==> config.mk <==
export PLATFORM = sky130hd
export DESIGN_NAME = mod_mul_issue_flat
export DESIGN_NICKNAME = d
export VERILOG_FILES = /design/src/rtl/mod_mul_issue_pkg.sv /design/src/rtl/mod_mul_issue_if.sv /design/src/rtl/mod_mul_issue_fifo.sv /design/src/rtl/mod_mul_issue.sv /design/src/flat_wrapper.sv
export SDC_FILE = /design/constraint.sdc
export NUM_CORES = 2
export LEC_CHECK = 0
export BUFFER_PORTS_ARGS = -buffer_cell sky130_fd_sc_hd__buf_2
export CAP_MARGIN = 20
export CORE_AREA = 2 2 295 297
export CTS_BUF_LIST = sky130_fd_sc_hd__clkbuf_16
export DETAILED_ROUTE_END_ITERATION = 10
export DIE_AREA = 0 0 297 299
export SLEW_MARGIN = 20
export SYNTH_ARGS = -nofsm -noshare
export SYNTH_HDL_FRONTEND = slang
export SYNTH_SLANG_ARGS = --single-unit
==> constraint.sdc <==
create_clock -name clk -period 7.8 [get_ports clk]
set_clock_uncertainty 0.1 [all_clocks]
set_input_delay 0.78 -clock clk [delete_from_list [all_inputs] [get_ports clk]]
set_output_delay 0.78 -clock clk [all_outputs]
set_load 0.01 [all_outputs]
==> src/rtl/mod_mul_issue_pkg.sv <==
// Shared definitions for the streaming modular-multiply issuer: default widths,
// the Dilithium modulus and the issue FSM state encoding.
package mod_mul_issue_pkg;

  localparam int DEF_DATA_WIDTH = 48;
  localparam int DEF_Q_WIDTH    = 23;
  localparam int DEF_TAG_WIDTH  = 4;
  localparam int DEF_FIFO_DEPTH = 4;
  localparam int DEF_TIMEOUT    = 15;

  localparam logic [63:0] DILITHIUM_Q = 64'd8380417;

  typedef enum logic [2:0] {
    S_IDLE  = 3'd0,
    S_MUL   = 3'd1,
    S_ISSUE = 3'd2,
    S_WAIT  = 3'd3,
    S_HOLD  = 3'd4
  } state_t;

endpackage

==> src/rtl/mod_mul_issue_if.sv <==
// Bundle of the operand input stream, the reducer start/done channel, the result
// output stream and the sticky error flags of mod_mul_issue.
interface mod_mul_issue_if
  import mod_mul_issue_pkg::*;
#(
  parameter int DATA_WIDTH = DEF_DATA_WIDTH,
  parameter int Q_WIDTH    = DEF_Q_WIDTH,
  parameter int TAG_WIDTH  = DEF_TAG_WIDTH
) ();

  logic                  in_valid;
  logic                  in_ready;
  logic [Q_WIDTH-1:0]    in_a;
  logic [Q_WIDTH-1:0]    in_b;
  logic [TAG_WIDTH-1:0]  in_tag;

  logic                  red_start;
  logic [DATA_WIDTH-1:0] red_data;
  logic                  red_done;
  logic [Q_WIDTH-1:0]    red_result;

  logic                  out_valid;
  logic                  out_ready;
  logic [Q_WIDTH-1:0]    out_data;
  logic [TAG_WIDTH-1:0]  out_tag;

  logic                  err_timeout;
  logic                  err_spurious;

  modport master (
    output in_valid, in_a, in_b, in_tag, red_done, red_result, out_ready,
    input  in_ready, red_start, red_data, out_valid, out_data, out_tag,
           err_timeout, err_spurious
  );

  modport slave (
    input  in_valid, in_a, in_b, in_tag, red_done, red_result, out_ready,
    output in_ready, red_start, red_data, out_valid, out_data, out_tag,
           err_timeout, err_spurious
  );

endinterface

==> src/rtl/mod_mul_issue_fifo.sv <==
// Synchronous FIFO with registered occupancy; full/empty depend only on state,
// so a pop in the same cycle never lifts full.
module mod_mul_issue_fifo #(
  parameter int WIDTH = 50,
  parameter int DEPTH = 4
) (
  input  logic             clk,
  input  logic             rst,
  input  logic             push,
  input  logic             pop,
  input  logic [WIDTH-1:0] wdata,
  output logic [WIDTH-1:0] rdata,
  output logic             full,
  output logic             empty
);

  localparam int AW = $clog2(DEPTH);
  localparam int CW = AW + 1;

  logic [WIDTH-1:0] mem [DEPTH];
  logic [AW-1:0]    wr_ptr;
  logic [AW-1:0]    rd_ptr;
  logic [CW-1:0]    count;
  logic             do_push;
  logic             do_pop;

  assign full    = (count == CW'(DEPTH));
  assign empty   = (count == '0);
  assign do_push = push & ~full;
  assign do_pop  = pop & ~empty;
  assign rdata   = mem[rd_ptr];

  always_ff @(posedge clk) begin
    if (rst) begin
      wr_ptr <= '0;
      rd_ptr <= '0;
      count  <= '0;
    end else begin
      if (do_push) wr_ptr <= wr_ptr + AW'(1);
      if (do_pop)  rd_ptr <= rd_ptr + AW'(1);
      count <= count + CW'(do_push) - CW'(do_pop);
    end
  end

  always_ff @(posedge clk) begin
    if (do_push) mem[wr_ptr] <= wdata;
  end

endmodule

==> src/rtl/mod_mul_issue.sv <==
// Streaming front end for a non-pipelined Barrett reducer: buffers operand pairs,
// registers a*b, runs one start/done transaction per pair and returns the residue.
module mod_mul_issue
  import mod_mul_issue_pkg::*;
#(
  parameter int DATA_WIDTH = DEF_DATA_WIDTH,
  parameter int Q_WIDTH    = DEF_Q_WIDTH,
  parameter int TAG_WIDTH  = DEF_TAG_WIDTH,
  parameter int FIFO_DEPTH = DEF_FIFO_DEPTH,
  parameter int TIMEOUT    = DEF_TIMEOUT
) (
  input logic           clk,
  input logic           rst,
  mod_mul_issue_if.slave bus
);

  localparam int PW = 2 * Q_WIDTH;
  localparam int EW = PW + TAG_WIDTH;
  localparam int TW = $clog2(TIMEOUT + 1);

  if (PW > DATA_WIDTH) begin : g_width_chk
    $error("mod_mul_issue: 2*Q_WIDTH must not exceed DATA_WIDTH");
  end
  if (FIFO_DEPTH < 2 || (FIFO_DEPTH & (FIFO_DEPTH - 1)) != 0) begin : g_depth_chk
    $error("mod_mul_issue: FIFO_DEPTH must be a power of 2 and >= 2");
  end
  if (TIMEOUT < 8) begin : g_timeout_chk
    $error("mod_mul_issue: TIMEOUT must be >= 8");
  end

  state_t               state;
  state_t               state_nxt;
  logic                 pop;
  logic                 fifo_full;
  logic                 fifo_empty;
  logic [EW-1:0]        fifo_rdata;

  logic [Q_WIDTH-1:0]   op_a_p0;
  logic [Q_WIDTH-1:0]   op_b_p0;
  logic [TAG_WIDTH-1:0] op_tag_p0;
  logic [PW-1:0]        prod_p1;
  logic                 start_q;
  logic [TW-1:0]        timer;
  logic                 timer_hit;
  logic                 out_valid_q;
  logic [Q_WIDTH-1:0]   out_data_q;
  logic [TAG_WIDTH-1:0] out_tag_q;
  logic                 err_timeout_q;
  logic                 err_spurious_q;

  mod_mul_issue_fifo #(
    .WIDTH (EW),
    .DEPTH (FIFO_DEPTH)
  ) u_fifo (
    .clk   (clk),
    .rst   (rst),
    .push  (bus.in_valid & ~fifo_full),
    .pop   (pop),
    .wdata ({bus.in_a, bus.in_b, bus.in_tag}),
    .rdata (fifo_rdata),
    .full  (fifo_full),
    .empty (fifo_empty)
  );

  assign timer_hit = (timer == TW'(TIMEOUT - 1));

  always_ff @(posedge clk) begin
    if (rst) state <= S_IDLE;
    else     state <= state_nxt;
  end

  always_comb begin
    state_nxt = state;
    pop       = 1'b0;
    unique case (state)
      S_IDLE: begin
        if (!fifo_empty) begin
          pop       = 1'b1;
          state_nxt = S_MUL;
        end
      end
      S_MUL:   state_nxt = S_ISSUE;
      S_ISSUE: state_nxt = S_WAIT;
      S_WAIT: begin
        // A completion arriving on the timeout cycle still delivers its result
        if (bus.red_done)   state_nxt = S_HOLD;
        else if (timer_hit) state_nxt = S_IDLE;
      end
      S_HOLD: begin
        if (bus.out_ready) begin
          if (!fifo_empty) begin
            pop       = 1'b1;
            state_nxt = S_MUL;
          end else begin
            state_nxt = S_IDLE;
          end
        end
      end
      default: state_nxt = S_IDLE;
    endcase
  end

  // p0: operand capture on pop / p1: product register feeding red_data
  always_ff @(posedge clk) begin
    if (rst) begin
      op_a_p0        <= '0;
      op_b_p0        <= '0;
      op_tag_p0      <= '0;
      prod_p1        <= '0;
      start_q        <= 1'b0;
      timer          <= '0;
      out_valid_q    <= 1'b0;
      out_data_q     <= '0;
      out_tag_q      <= '0;
      err_timeout_q  <= 1'b0;
      err_spurious_q <= 1'b0;
    end else begin
      if (pop) {op_a_p0, op_b_p0, op_tag_p0} <= fifo_rdata;
      unique case (state)
        S_MUL: begin
          prod_p1 <= PW'(op_a_p0) * PW'(op_b_p0);
          start_q <= 1'b1;
        end
        S_ISSUE: begin
          start_q <= 1'b0;
          timer   <= '0;
        end
        S_WAIT: begin
          if (bus.red_done) begin
            out_data_q  <= bus.red_result;
            out_tag_q   <= op_tag_p0;
            out_valid_q <= 1'b1;
          end else if (timer_hit) begin
            err_timeout_q <= 1'b1;
          end else begin
            timer <= timer + TW'(1);
          end
        end
        S_HOLD: begin
          if (bus.out_ready) out_valid_q <= 1'b0;
        end
        default: ;
      endcase
      if (bus.red_done && state != S_WAIT) err_spurious_q <= 1'b1;
    end
  end

  assign bus.in_ready     = ~fifo_full;
  assign bus.red_start    = start_q;
  assign bus.red_data     = DATA_WIDTH'(prod_p1);
  assign bus.out_valid    = out_valid_q;
  assign bus.out_data     = out_data_q;
  assign bus.out_tag      = out_tag_q;
  assign bus.err_timeout  = err_timeout_q;
  assign bus.err_spurious = err_spurious_q;

endmodule

==> src/flat_wrapper.sv <==
// flat-port wrapper written by rule: the top's interface ports become plain ports
module mod_mul_issue_flat import mod_mul_issue_pkg::*;
#(
  parameter int DATA_WIDTH = DEF_DATA_WIDTH,
  parameter int Q_WIDTH    = DEF_Q_WIDTH,
  parameter int TAG_WIDTH  = DEF_TAG_WIDTH,
  parameter int FIFO_DEPTH = DEF_FIFO_DEPTH,
  parameter int TIMEOUT    = DEF_TIMEOUT
)
  (clk, rst, bus_in_valid, bus_in_a, bus_in_b, bus_in_tag, bus_red_done, bus_red_result, bus_out_ready, bus_in_ready, bus_red_start, bus_red_data, bus_out_valid, bus_out_data, bus_out_tag, bus_err_timeout, bus_err_spurious);
  mod_mul_issue_if #(.DATA_WIDTH(DATA_WIDTH), .Q_WIDTH(Q_WIDTH), .TAG_WIDTH(TAG_WIDTH)) bus_i ();
  input logic clk;
  input logic rst;
  input wire logic [$bits(bus_i.in_valid)-1:0] bus_in_valid;
  input wire logic [$bits(bus_i.in_a)-1:0] bus_in_a;
  input wire logic [$bits(bus_i.in_b)-1:0] bus_in_b;
  input wire logic [$bits(bus_i.in_tag)-1:0] bus_in_tag;
  input wire logic [$bits(bus_i.red_done)-1:0] bus_red_done;
  input wire logic [$bits(bus_i.red_result)-1:0] bus_red_result;
  input wire logic [$bits(bus_i.out_ready)-1:0] bus_out_ready;
  output wire logic [$bits(bus_i.in_ready)-1:0] bus_in_ready;
  output wire logic [$bits(bus_i.red_start)-1:0] bus_red_start;
  output wire logic [$bits(bus_i.red_data)-1:0] bus_red_data;
  output wire logic [$bits(bus_i.out_valid)-1:0] bus_out_valid;
  output wire logic [$bits(bus_i.out_data)-1:0] bus_out_data;
  output wire logic [$bits(bus_i.out_tag)-1:0] bus_out_tag;
  output wire logic [$bits(bus_i.err_timeout)-1:0] bus_err_timeout;
  output wire logic [$bits(bus_i.err_spurious)-1:0] bus_err_spurious;
  assign bus_i.in_valid = bus_in_valid;
  assign bus_i.in_a = bus_in_a;
  assign bus_i.in_b = bus_in_b;
  assign bus_i.in_tag = bus_in_tag;
  assign bus_i.red_done = bus_red_done;
  assign bus_i.red_result = bus_red_result;
  assign bus_i.out_ready = bus_out_ready;
  assign bus_in_ready = bus_i.in_ready;
  assign bus_red_start = bus_i.red_start;
  assign bus_red_data = bus_i.red_data;
  assign bus_out_valid = bus_i.out_valid;
  assign bus_out_data = bus_i.out_data;
  assign bus_out_tag = bus_i.out_tag;
  assign bus_err_timeout = bus_i.err_timeout;
  assign bus_err_spurious = bus_i.err_spurious;
  mod_mul_issue #(.DATA_WIDTH(DATA_WIDTH), .Q_WIDTH(Q_WIDTH), .TAG_WIDTH(TAG_WIDTH), .FIFO_DEPTH(FIFO_DEPTH), .TIMEOUT(TIMEOUT)) u_core (.clk(clk), .rst(rst), .bus(bus_i));
endmodule
==> flow_summary_export.csv <==
group,metric,value,unit
global_routing,antenna_found_initial,3,
synth,ys_seq_elements,341,
place,dp_hpwl,57.93,mm
cts,clkLatencyLatePin,580,ps
pwr,power_density,292.5,nW/um^2
floorplan,start_util,0.3461,
cts,cts_made_buffers,36,
drt,viasPerCell,4.830,
timing,rsz0062_at_grt,"false",
synth,synth.top_cell.area_share,0.2955,
global_routing,first_global_vias,21460,
final_layout,nets,3726,
floorplan,die_h,299,um
synth,synth_area_leaders,"fa_1 30%, edfxtp_1 20%, dfxtp_1 9.5%",
setup_path,critPathMaxFanout,14,
hold_path,min_path_type,"in -> reg",
timing,clock.fmax,134.1,MHz
global_routing,grt_pass1_wl,119.9,mm
timing,max_slew.worst_pin.slew,1127,ps
drt,drt_pass1_iterations,5,
final_layout,drive_above_1_share,0.1162,
cts,h-tree-depth,2,
setup_path,start_kind,"register",
flow_run,maxCapViolCount,0,
synth,synth_warnings,0,
pwr,leakagePower,0.01458,uW
cts,cts_tree,"done",
timing,min_period_over_period,0.9559,
drt,wire_per_inst,17.89,um
drt,drt_iter0_drc,1199,
floorplan,dieArea,88800,sq um
timing,worst_slew_margin_rel,0.2476,
pwr,peakVddDrop,0.1942,mV
setup_path,critical_path_required,8200,ps
synth,yosysMostFrequentCell,"nand2_1",
run_status,status,"complete, no violations",
setup_path,worstSetupPathType,"reg -> reg",
cts,cts_buffer_depth,3,
synth,synth_edf_count,200,
cts,ctsHoldBuffers,0,
hold_path,hold_path_depth,1,
setup_path,rr_worst_depth,20,
timing,hold_viol_final,0,
timing,setup_viol,0,
setup_path,cp-end-kind,"register",
synth,synth_ff_type,"edfxtp_1",
synth,ys_seq_area_frac,0.2968,
synth,syn_inst,2913,
cts,path_clk_slew,60,ps
drt,drc,0,
place,routabilityCongestion,0.8793,
final_layout,diodes,0,
floorplan,fp-row-count,108,
timing,period_needed,7456,ps
synth,syn-mean-instance-area,10.21,sq um
floorplan,die_w,297,um
synth,syn_area,29740,sq um
global_routing,grt_max_degree,69,
global_routing,grt_usage,0.1716,
setup_path,arrival,7860,ps
timing,maxSlewViolCount,0,
drt,via_count,20340,
place,io_buffers,155,
floorplan,pin_count,158,
synth,async_flop_share,0,
drt,ant_nets,0,
timing,fin_setup_tns,0,ps
final_layout,post-route-util,0.3860,
floorplan,core,85940,sq um
cts,cts_root_buf,"clkbuf_16",
synth,synthDistinctLibCells,61,
cts,cts.sinks,341,
final_layout,syn_to_final_growth,11.54,%
cts,cts_resized,0,
cts,postCtsSetupBuffers,0,
synth,synth_common_cells,"563 x nand2_1, 498 x inv_1, 439 x fa_1",
synth,yosysTopAreaCell,"fa_1",
global_routing,globalRouteOverflowTotal,0,
drt,wirelength,75.33,mm
[stage by stage]
stage | power, uW | std cells | area (sq um) | hold WS (ps) | setup WS [ps]
after floorplan | 6108 | 2914 | 29740 | 332.1 | 859.2
after global placement | 8048 | 4146 | 32050 | 336.4 | 409.3
after detailed placement | 8121 | 4146 | 32050 | 341.3 | 370.9
after CTS | 9850 | 4210 | 33170 | 300.1 | 367.7
after global routing | 10560 | 4210 | 33170 | 320.5 | 51.37
final | 9704 | 4210 | 33170 | 332.2 | 344.2
[per-layer routing]
metal	up-vias	share of wire	global-route usage
met5	-	0.00017	0
met4	2	0.029	0.05159
met3	131	0.044	0.02116
met2	460	0.51	0.3035
met1	10380	0.42	0.2199
li1	9361	-	-
[worst max-delay path, cell delays in order (launching register included)]
cell and delay [ps]:
dfxtp_1 680, buf_4 340, nand2_1 100, fa_1 490
fa_1 540, inv_1 50, fa_1 490, fa_1 560
fa_1 430, fa_1 510, fa_1 440, ha_1 420
nand2_1 130, o21a_1 230, o21ai_0 80, nand2_1 100
or4_4 560, a211o_1 370, a211o_1 320, a2111o_1 370
o211ai_2 60
[area by class of cell]
type                    count  area, sq um
fillers                  8567        52770
multi-input cells        1915        18470
flip-flops and latches    341         8836
inverters                 500         1877
well taps                1155         1445
repair buffers            235         1429
clock buffers              36        900.9
clock inverters            28        221.5
[report_power, final]
| group | internal (uW) | leakage (uW) | switching [uW] |
|---|---|---|---|
| clock network | 919 | 0.000577 | 760 |
| registers | 2220 | 0.00298 | 505 |
| logic | 1990 | 0.0110 | 3310 |
| total | 5130 | 0.0146 | 4570 |
[layout by cell type (no fill, tap or decap), types with 4 or more instances in the layout]
cell type  Yosys  layout
nor2_1        36      36
xnor2_1       17      17
nor2b_1        5       5
buf_4          2      77
and3_2         0       4
clkbuf_16      0      36
o21ai_0       31      31
clkinv_2       0       6
o211ai_1       5       5
a21oi_1      162     162
nor3_1        11      11
dfxtp_1      141     139
a21o_1        21      21
nand4_1       12      12
a211o_1        4       4
and2_1       237     237
mux4_2        50      50
and3_1        11       7
o21a_1         7       7
nand2_1      563     563
edfxtp_1     200     200
o21bai_1      10      10
buf_2          1     154
ha_1         180     180
buf_12         0       4
nand3_1       28      28
fa_1         439     439
a211oi_1       9       9
or3_1          6       6
inv_1        498     507
xor2_1        19      19
nand2b_1       6       6
nand3b_1       5       5
[state kept, by name (all words and copies together) (netlist names)]
signal and count:
u_core.bus.err_spurious 1, u_core.bus.err_timeout 1, u_core.bus.out_data 23, u_core.bus.out_tag 4
u_core.bus.out_valid 1, u_core.bus.red_start 1, u_core.op_a_p0 23, u_core.op_b_p0 23
u_core.op_tag_p0 4, u_core.prod_p1 46, u_core.state 3, u_core.timer 4
u_core.u_fifo.count 3, u_core.u_fifo.mem 200, u_core.u_fifo.rd_ptr 2, u_core.u_fifo.wr_ptr 2
[cell families after synthesis]
group / Yosys count / share of synthesized area
adders and majority gates: 619 / 0.3712
buffers and inverters: 658 / 0.08334
muxes: 51 / 0.03820
xor gates and xnor gates: 36 / 0.01060
and+or+nand+nor: 933 / 0.1455
other: 1 / 0.0001261
DFF: 341 / 0.2968
AOI/OAI and AO/OA: 274 / 0.05419
[final timing paths]
| path | slack, ps | start | endpoint |
|---|---|---|---|
| worst max-delay path | 340 | u_core.op_a_p0[9] | u_core.prod_p1[44] |
| worst min-delay path | 330 | bus_in_a[13] | u_core.u_fifo.mem[2][40] |
| worst max register to register | 340 | u_core.op_a_p0[9] | u_core.prod_p1[44] |
| worst min register to register | 340 | u_core.prod_p1[12] | u_core.prod_p1[12] |
Note: power is estimated with default switching activity, not from simulation.
